**config.mk**
```make
export PLATFORM = sky130hd
export DESIGN_NAME = rv32im_bus_arbiter
export DESIGN_NICKNAME = d
export VERILOG_FILES = /design/src/rtl/rv32im_bus_pkg.sv /design/src/rtl/rv32im_arb_timeout.sv /design/src/rtl/rv32im_bus_arbiter.sv
export SDC_FILE = /design/constraint.sdc
export NUM_CORES = 1
export LEC_CHECK = 0
export CORE_AREA = 3 3 107 109
export DETAILED_ROUTE_END_ITERATION = 16
export DIE_AREA = 0 0 110 112
export PLACE_DENSITY_LB_ADDON = 0.15
export SLEW_MARGIN = 20
export SYNTH_ARGS = -nofsm -noshare
export SYNTH_HDL_FRONTEND = slang
export SYNTH_SLANG_ARGS = --single-unit
```
**constraint.sdc**
```tcl
create_clock -name clk_i -period 2.84 [get_ports clk_i]
set_input_delay 0.568 -clock clk_i [delete_from_list [all_inputs] [get_ports clk_i]]
set_output_delay 0.568 -clock clk_i [all_outputs]
set_load 0.01 [all_outputs]
```
**src/rtl/rv32im_bus_pkg.sv**
```systemverilog
// Shared types and constants for the rv32im two-master Wishbone arbiter.
package rv32im_bus_pkg;

  typedef enum logic [1:0] {
    ARB_IDLE = 2'd0,
    ARB_OWN0 = 2'd1,
    ARB_OWN1 = 2'd2
  } arb_state_e;

  localparam int unsigned MASTER_PREFETCH = 0;
  localparam int unsigned MASTER_LSU      = 1;
  localparam int unsigned NUM_MASTERS     = 2;
  localparam int unsigned SEL_W           = 4;

endpackage

```
**src/rtl/rv32im_arb_timeout.sv**
```systemverilog
// Slave wait watchdog: counts stalled strobe cycles and flags the cycle that reaches LIMIT.
module rv32im_arb_timeout #(
  parameter int unsigned LIMIT = 255
) (
  input  logic clk_i,
  input  logic reset_i,
  input  logic inc_i,
  input  logic clr_i,
  output logic hit_o
);

  localparam int unsigned CW = $clog2(LIMIT + 1);

  logic [CW-1:0] cnt_q, cnt_d;

  // The LIMIT-th consecutive stalled cycle is the one that fires.
  assign hit_o = inc_i & (cnt_q == CW'(LIMIT - 1));

  always_comb begin
    cnt_d = cnt_q;
    if (clr_i | hit_o) begin
      cnt_d = '0;
    end else if (inc_i) begin
      cnt_d = cnt_q + CW'(1);
    end
  end

  always_ff @(posedge clk_i or posedge reset_i) begin
    if (reset_i) begin
      cnt_q <= '0;
    end else begin
      cnt_q <= cnt_d;
    end
  end

endmodule

```
**src/rtl/rv32im_bus_arbiter.sv**
```systemverilog
// Two-master Wishbone arbiter (prefetch = master 0, load/store = master 1) onto one slave port.
// Optional slave-stall watchdog enabled by defining RV32IM_ARB_TIMEOUT_EN.
module rv32im_bus_arbiter
  import rv32im_bus_pkg::*;
#(
  parameter int unsigned XLEN           = 32,
  parameter int unsigned TIMEOUT_CYCLES = 255
) (
  input  logic                          clk_i,
  input  logic                          reset_i,
  input  logic [NUM_MASTERS-1:0]        req_i,
  output logic [NUM_MASTERS-1:0]        grant_o,
  input  logic [2*(XLEN-2)-1:0]         m_adr_i,
  input  logic [NUM_MASTERS-1:0]        m_stb_i,
  input  logic [NUM_MASTERS-1:0]        m_we_i,
  input  logic [NUM_MASTERS*SEL_W-1:0]  m_sel_i,
  input  logic [2*XLEN-1:0]             m_dat_i,
  output logic [XLEN-1:0]               m_dat_o,
  output logic [NUM_MASTERS-1:0]        m_ack_o,
  output logic [NUM_MASTERS-1:0]        m_err_o,
  output logic [XLEN-3:0]               s_adr_o,
  output logic [XLEN-1:0]               s_dat_o,
  output logic                          s_we_o,
  output logic                          s_cyc_o,
  output logic                          s_stb_o,
  output logic [SEL_W-1:0]              s_sel_o,
  input  logic [XLEN-1:0]               s_dat_i,
  input  logic                          s_ack_i,
  input  logic                          s_err_i
);

  localparam int unsigned AW = XLEN - 2;

  if (TIMEOUT_CYCLES == 0) begin : g_bad_timeout
    $error("TIMEOUT_CYCLES must be nonzero");
  end

  arb_state_e state_q;
  logic       last_q;
  logic       own_req_c;
  logic       release_c;
  logic       tmo_hit_c;
  logic       ack_c;
  logic       err_c;

  // Owner register; last_q remembers who was served most recently for tie-breaks.
  always_ff @(posedge clk_i or posedge reset_i) begin
    if (reset_i) begin
      state_q <= ARB_IDLE;
      last_q  <= 1'(MASTER_LSU);
    end else begin
      unique case (state_q)
        ARB_IDLE: begin
          if (&req_i) begin
            state_q <= (last_q == 1'(MASTER_LSU)) ? ARB_OWN0 : ARB_OWN1;
          end else if (req_i[MASTER_PREFETCH]) begin
            state_q <= ARB_OWN0;
          end else if (req_i[MASTER_LSU]) begin
            state_q <= ARB_OWN1;
          end
        end
        ARB_OWN0: begin
          if (tmo_hit_c | release_c) begin
            last_q  <= 1'(MASTER_PREFETCH);
            state_q <= (~tmo_hit_c & req_i[MASTER_LSU]) ? ARB_OWN1 : ARB_IDLE;
          end
        end
        ARB_OWN1: begin
          if (tmo_hit_c | release_c) begin
            last_q  <= 1'(MASTER_LSU);
            state_q <= (~tmo_hit_c & req_i[MASTER_PREFETCH]) ? ARB_OWN0 : ARB_IDLE;
          end
        end
        default: state_q <= ARB_IDLE;
      endcase
    end
  end

  assign grant_o = {state_q == ARB_OWN1, state_q == ARB_OWN0};
  assign s_cyc_o = (state_q != ARB_IDLE);

  // Slave-side mux from the owner; everything reads zero with no owner.
  always_comb begin
    own_req_c = 1'b0;
    s_stb_o   = 1'b0;
    s_adr_o   = '0;
    s_dat_o   = '0;
    s_we_o    = 1'b0;
    s_sel_o   = '0;
    unique case (state_q)
      ARB_OWN0: begin
        own_req_c = req_i[MASTER_PREFETCH];
        s_stb_o   = req_i[MASTER_PREFETCH] & m_stb_i[MASTER_PREFETCH];
        s_adr_o   = m_adr_i[MASTER_PREFETCH*AW +: AW];
        s_dat_o   = m_dat_i[MASTER_PREFETCH*XLEN +: XLEN];
        s_we_o    = m_we_i[MASTER_PREFETCH];
        s_sel_o   = m_sel_i[MASTER_PREFETCH*SEL_W +: SEL_W];
      end
      ARB_OWN1: begin
        own_req_c = req_i[MASTER_LSU];
        s_stb_o   = req_i[MASTER_LSU] & m_stb_i[MASTER_LSU];
        s_adr_o   = m_adr_i[MASTER_LSU*AW +: AW];
        s_dat_o   = m_dat_i[MASTER_LSU*XLEN +: XLEN];
        s_we_o    = m_we_i[MASTER_LSU];
        s_sel_o   = m_sel_i[MASTER_LSU*SEL_W +: SEL_W];
      end
      default: ;
    endcase
  end

  assign release_c = s_cyc_o & ~own_req_c;

`ifdef RV32IM_ARB_TIMEOUT_EN
  rv32im_arb_timeout #(
    .LIMIT (TIMEOUT_CYCLES)
  ) u_timeout (
    .clk_i   (clk_i),
    .reset_i (reset_i),
    .inc_i   (s_stb_o & ~s_ack_i & ~s_err_i),
    .clr_i   (release_c | (s_stb_o & (s_ack_i | s_err_i))),
    .hit_o   (tmo_hit_c)
  );
`else
  assign tmo_hit_c = 1'b0;
`endif

  // Terminations only reach the current owner, and only while it strobes.
  assign ack_c   = s_ack_i & s_stb_o;
  assign err_c   = (s_err_i & s_stb_o) | tmo_hit_c;
  assign m_ack_o = {NUM_MASTERS{ack_c}} & grant_o;
  assign m_err_o = {NUM_MASTERS{err_c}} & grant_o;
  assign m_dat_o = s_dat_i;

endmodule

```
# After elaboration in Yosys (flattened, before gate mapping)
# Cells that the tools add are included.
[word_totals]
output_inout_bits = 107
in_bits = 174
word_cells = 39
register_bits = 3
[op_classes]
eq_ne = 5
reduce_logical = 6
bitwise_logic = 8
muxes = 18
[op_table]
columns = ["op", "count"]
rows = [
  ["one-hot mux 32 bit (2 select lines)", 1],
  ["one-hot mux 30 bit (2 select lines)", 1],
  ["2-to-1 mux 2 bit", 7],
  ["one-hot mux 1 bit (2 select lines)", 4],
  ["one-hot mux 4 bit (2 select lines)", 1],
  ["one-hot mux 2 bit (3 select lines)", 1],
  ["AND reduction 3 bit", 2],
  ["AND 1 bit", 5],
  ["AND 2 bit", 2],
  ["!= test 2 x 1 -> 1 bit (second input constant)", 2],
  ["!= test 4 bit (second input constant)", 1],
  ["nonzero test 2 bit", 2],
  ["2-to-1 mux 1 bit", 3],
  ["equality test 2 x 1 -> 1 bit (second input constant)", 1],
  ["equality test 2 bit (second input constant)", 1],
  ["zero test 2 bit", 1],
  ["AND reduction 2 bit", 1],
  ["NOT 1 bit", 1],
]

# Depth between registers and ports, before layout
[logic_depth]
ltp_word = 6
mapped_depth = 6
ltp_nobuf = 6

# Worst setup path before layout
# No wires, ideal clock.
[synth_timing]
kind = "register to output"
start = "reg state_q[0]"
end = "out m_ack_o[0]"
setup_slack_ns = 0.848
path_stages_with_launch = 7
required_ns = 2.272
path_buffers = 1
arrival_time_ns = 1.424
path_cell_list = "dfrtp_1 > inv_1 > ha_1 > buf_4 > nand3_1 > a21boi_2 > and3_1"
[synth_via]
elab_chain_len = 4
word_cells_on_any_way = 5
cone_classes = "eq/ne: 2; mux: 1; bitwise: 2"
[synth_lines]
columns = ["item", "line_no", "rtl"]
rows = [
  ["start, declared", "rv32im_bus_arbiter.sv:38", "arb_state_e state_q;"],
  ["start signal, assigned", "rv32im_bus_arbiter.sv:55", "state_q <= (last_q == 1'(MASTER_LSU)) ? ARB_OWN0 : ARB_OWN1;"],
  ["start signal, assigned", "rv32im_bus_arbiter.sv:65", "state_q <= (~tmo_hit_c & req_i[MASTER_LSU]) ? ARB_OWN1 : ARB_IDLE;"],
  ["start signal, assigned", "rv32im_bus_arbiter.sv:71", "state_q <= (~tmo_hit_c & req_i[MASTER_PREFETCH]) ? ARB_OWN0 : ARB_IDLE;"],
  ["equality test 2 bit", "-", ""],
  ["named net grant_o[1]", "rv32im_bus_arbiter.sv:12", "output logic [NUM_MASTERS-1:0] grant_o,"],
  ["one-hot mux 1 bit (2 select lines)", "rv32im_bus_arbiter.sv:90", "unique case (state_q)"],
  ["named net s_stb_o", "rv32im_bus_arbiter.sv:25", "output logic s_stb_o,"],
  ["AND 1 bit", "rv32im_bus_arbiter.sv:128", "assign ack_c = s_ack_i & s_stb_o;"],
  ["AND 2 bit", "rv32im_bus_arbiter.sv:130", "assign m_ack_o = {NUM_MASTERS{ack_c}} & grant_o;"],
  ["end, declared", "rv32im_bus_arbiter.sv:19", "output logic [NUM_MASTERS-1:0] m_ack_o,"],
]
# The timed path passes the listed nets, and every way through them passes these cells.

# Worst setup path in the final report
[layout_timing]
start = "in req_i[0]"
end = "out m_err_o[0]"
[layout_via]
elab_chain_len = 4
[layout_lines]
columns = ["item", "line_no", "rtl"]
rows = [
  ["start, declared", "rv32im_bus_arbiter.sv:11", "input logic [NUM_MASTERS-1:0] req_i,"],
  ["AND 1 bit", "rv32im_bus_arbiter.sv:93", "s_stb_o = req_i[MASTER_PREFETCH] & m_stb_i[MASTER_PREFETCH];"],
  ["one-hot mux 1 bit (2 select lines)", "rv32im_bus_arbiter.sv:90", ""],
  ["AND 1 bit", "rv32im_bus_arbiter.sv:129", "assign err_c = (s_err_i & s_stb_o) | tmo_hit_c;"],
  ["AND 2 bit", "rv32im_bus_arbiter.sv:131", "assign m_err_o = {NUM_MASTERS{err_c}} & grant_o;"],
  ["end, declared", "rv32im_bus_arbiter.sv:20", "output logic [NUM_MASTERS-1:0] m_err_o,"],
]
# Every way passes these cells.

==> impl_metrics.env <==
export IMPL_root_buffer="clkbuf_8"
export IMPL_antenna_found_initial=0
export IMPL_synth_top_cell_area_share=0.316
export IMPL_syn_area_mm2=0.00159
export IMPL_max_slew_margin_rel=0.829
export IMPL_drt_vias_per_instance=4.25
export IMPL_arrival_ns=2.17
export IMPL_hpwl_mm=6.43
export IMPL_grt_pass1_vias=2188
export IMPL_grt_usage=0.116
export IMPL_drive_above_1_share=0.0528
export IMPL_yosysTopAreaCell="a22oi_1"
export IMPL_setup_viol=0
export IMPL_dp_slack_ns=0.0772
export IMPL_io_buffers=216
export IMPL_worstSkewPairLatency_ns=0.22
export IMPL_cp_slowest_cell="clkdlybuf4s50_1"
export IMPL_finClkSkew_ns=0.000645
export IMPL_design_core_area_mm2=0.0107
export IMPL_critPathLaunchType="primary input"
export IMPL_drt_initial_drc_count=144
export IMPL_yosysSeqAreaShare=0.0480
export IMPL_drv_cap=0
export IMPL_yosys_warnings=0
export IMPL_cts_sinks=3
export IMPL_avgRoutedWirePerCell_um=15.6
export IMPL_path_cells="clkdlybuf4s50_1 > nand3_1 > a21boi_2 > and3_1 > clkdlybuf4s50_1"
export IMPL_io_pins=281
export IMPL_drc=0
export IMPL_timing_critical_path_mode_cell="clkdlybuf4s50_1"
export IMPL_final_cells=538
export IMPL_outcome="complete, no violations"
export IMPL_post_cts_setup_buffers=0
export IMPL_slew_violations=0
export IMPL_path_delay_family="buffers and inverters"
export IMPL_synth_distinct_cells=24
export IMPL_postRouteAntennaNets=0
export IMPL_setup_ws_ns=0.103
export IMPL_crit_path_max_incr_delay_ns=0.56
export IMPL_finalSetupTns_ns=0
export IMPL_worstPathRequired_ns=2.27
export IMPL_wl_mm=8.37
export IMPL_finalCritPeriodShare=0.964
export IMPL_rsz0062_at_grt="false"
export IMPL_h_tree_depth=1
export IMPL_finalHoldViolations=0
export IMPL_hold_path_class="in2async"
export IMPL_routabilityCongestion=0.719
export IMPL_cts_tree="done"
export IMPL_syn_num_nets=403
export IMPL_critPathBufInv=2
export IMPL_synth_seq_cells=3
export IMPL_grt_pass1_wl_mm=11.5
export IMPL_dpl_cell_count=533
export IMPL_cp_max_fo=5
export IMPL_power_density_mw_per_mm2=744
export IMPL_end_kind="primary output"
export IMPL_grt_overflow_total=0
export IMPL_path_class="in2out"
export IMPL_dieArea_mm2=0.0123
export IMPL_layout_min_cycle_time_ns=2.74
export IMPL_vias=2284
export IMPL_die_width_um=110
export IMPL_final_nets=577
export IMPL_avgSynthCellArea_um2=7.07
export IMPL_first_pass_iters=4
export IMPL_start_util=0.149
export IMPL_grt_start_max_net_pins=41
export IMPL_path_clk_slew_ns=0.03
export IMPL_num_rows=38
export IMPL_die_h_um=112
export IMPL_ir_drop_uv=429
export IMPL_clock_fmax_ghz=0.365
export IMPL_synthCells=225
export IMPL_clockBufferDepth=2
export IMPL_max_slew_worst_pin_slew_ns=0.256
export IMPL_yosys_top_cells_area="a22oi_1, nor2b_1, buf_4"
export IMPL_areaGrowthSynthToFinish_pct=137
export IMPL_n_antenna_cell=0
export IMPL_cts_buffers=3
export IMPL_p_leak_nw=1.27
-- Yosys cell counts --
| cell type | instances |
|---|---|
| clkbuf_1 | 4 |
| dfstp_2 | 1 |
| a22oi_1 | 67 |
| clkbuf_2 | 1 |
| nor3_4 | 1 |
| a21boi_2 | 1 |
| nand3_1 | 2 |
| o21ai_2 | 1 |
| buf_2 | 16 |
| ha_1 | 4 |
| o21ai_0 | 2 |
| buf_4 | 34 |
| mux2i_1 | 1 |
| nand2_2 | 1 |
| nor2_1 | 3 |
| a21oi_1 | 1 |
| a22o_1 | 2 |
| inv_1 | 5 |
| nor2b_1 | 68 |
| mux2_4 | 1 |
| and3_1 | 4 |
| dfrtp_1 | 2 |
| nand2_1 | 2 |
| a21oi_2 | 1 |
-- cells in the final DEF (no fill, tap or decap) --
cell type        count
buf_12               4
ha_4                 1
clkbuf_16            1
o21ai_2              1
ha_1                 2
nand2_2              1
a22o_1               2
buf_6                1
a22oi_1             67
ha_2                 1
a21oi_1              1
nor2_1               3
mux2_4               1
o21ai_0              2
clkdlybuf4s50_1    216
a21boi_2             1
buf_4                2
inv_2                1
and3_1               4
nand2_1              2
clkbuf_1             1
dfstp_2              1
dfrtp_1              2
nor2b_1             68
mux2i_1              1
clkbuf_8             3
nor3_4               1
nand3_1              2
inv_1                4
a21oi_2              1
-- sequential cells by signal (all words and copies together), names as in the netlist --
register and count:
state_q 2, last_q 1
-- layer usage --
| layer | wire (um) | global-route usage |
|---|---|---|
| met5 | 0 | 0 |
| met4 | 158 | 0.0341 |
| met3 | 914 | 0.0272 |
| met2 | 4220 | 0.214 |
| met1 | 3070 | 0.130 |
-- per-stage QoR --
stage	power, mW	hold slack, ns	util	area [um2]
after floorplan	1.49	0.321	-	1590
after global placement	2.64	0.549	0.344	3680
after detailed placement	2.65	0.552	0.344	3680
after CTS	2.78	0.526	0.348	3730
after global routing	3.02	0.555	0.352	3760
final	2.80	0.525	0.352	3760
-- layout make-up --
class | count | area [um2]
inverter | 5 | 18.8
fill | 1141 | 6930
multi-input combinational | 162 | 1160
timing repair buffer | 224 | 2290
clock buffer | 4 | 45.0
tap | 140 | 175
sequential | 3 | 76.3
-- logic make-up (layout without fill, tap and decap cells) --
family / after synthesis / after routing / share of synthesized area
AO/OA/AOI/OAI: 75 / 75 / 0.355
adder cells (fa/ha/maj): 4 / 4 / 0.0314
buffers and inverters: 60 / 233 / 0.235
flip-flops: 3 / 3 / 0.0480
multiplexers: 2 / 2 / 0.0157
AND/OR/NAND/NOR: 81 / 81 / 0.315
-- worst paths after layout --
path | startpoint | endpoint | slack [ns] | depth (start not counted)
max | req_i[0] | m_err_o[0] | 0.10 | 5
min | reset_i | state_q[0] | 0.52 | 2
max reg2reg | state_q[1] | state_q[1] | 0.99 | 7
min reg2reg | last_q | last_q | 0.55 | 1
max in group asynchronous | reset_i | last_q | 2.11 | 2
min in group clk_i | last_q | last_q | 0.55 | 1
-- power breakdown --
group | total [mW] | switching (mW) | internal [mW] | leakage, nW
logic | 2.59 | 1.15 | 1.44 | 1.21
registers | 0.0881 | 0.0196 | 0.0685 | 0.0359
clock network | 0.124 | 0.0279 | 0.0957 | 0.0228
total | 2.80 | 1.19 | 1.61 | 1.27
-- timing repair --
action                     4_1_cts  5_1_grt
hold buffers                     0        0
setup endpoints to repair        0        4
resized for setup                0        3
(Power assumes the default switching activity.)
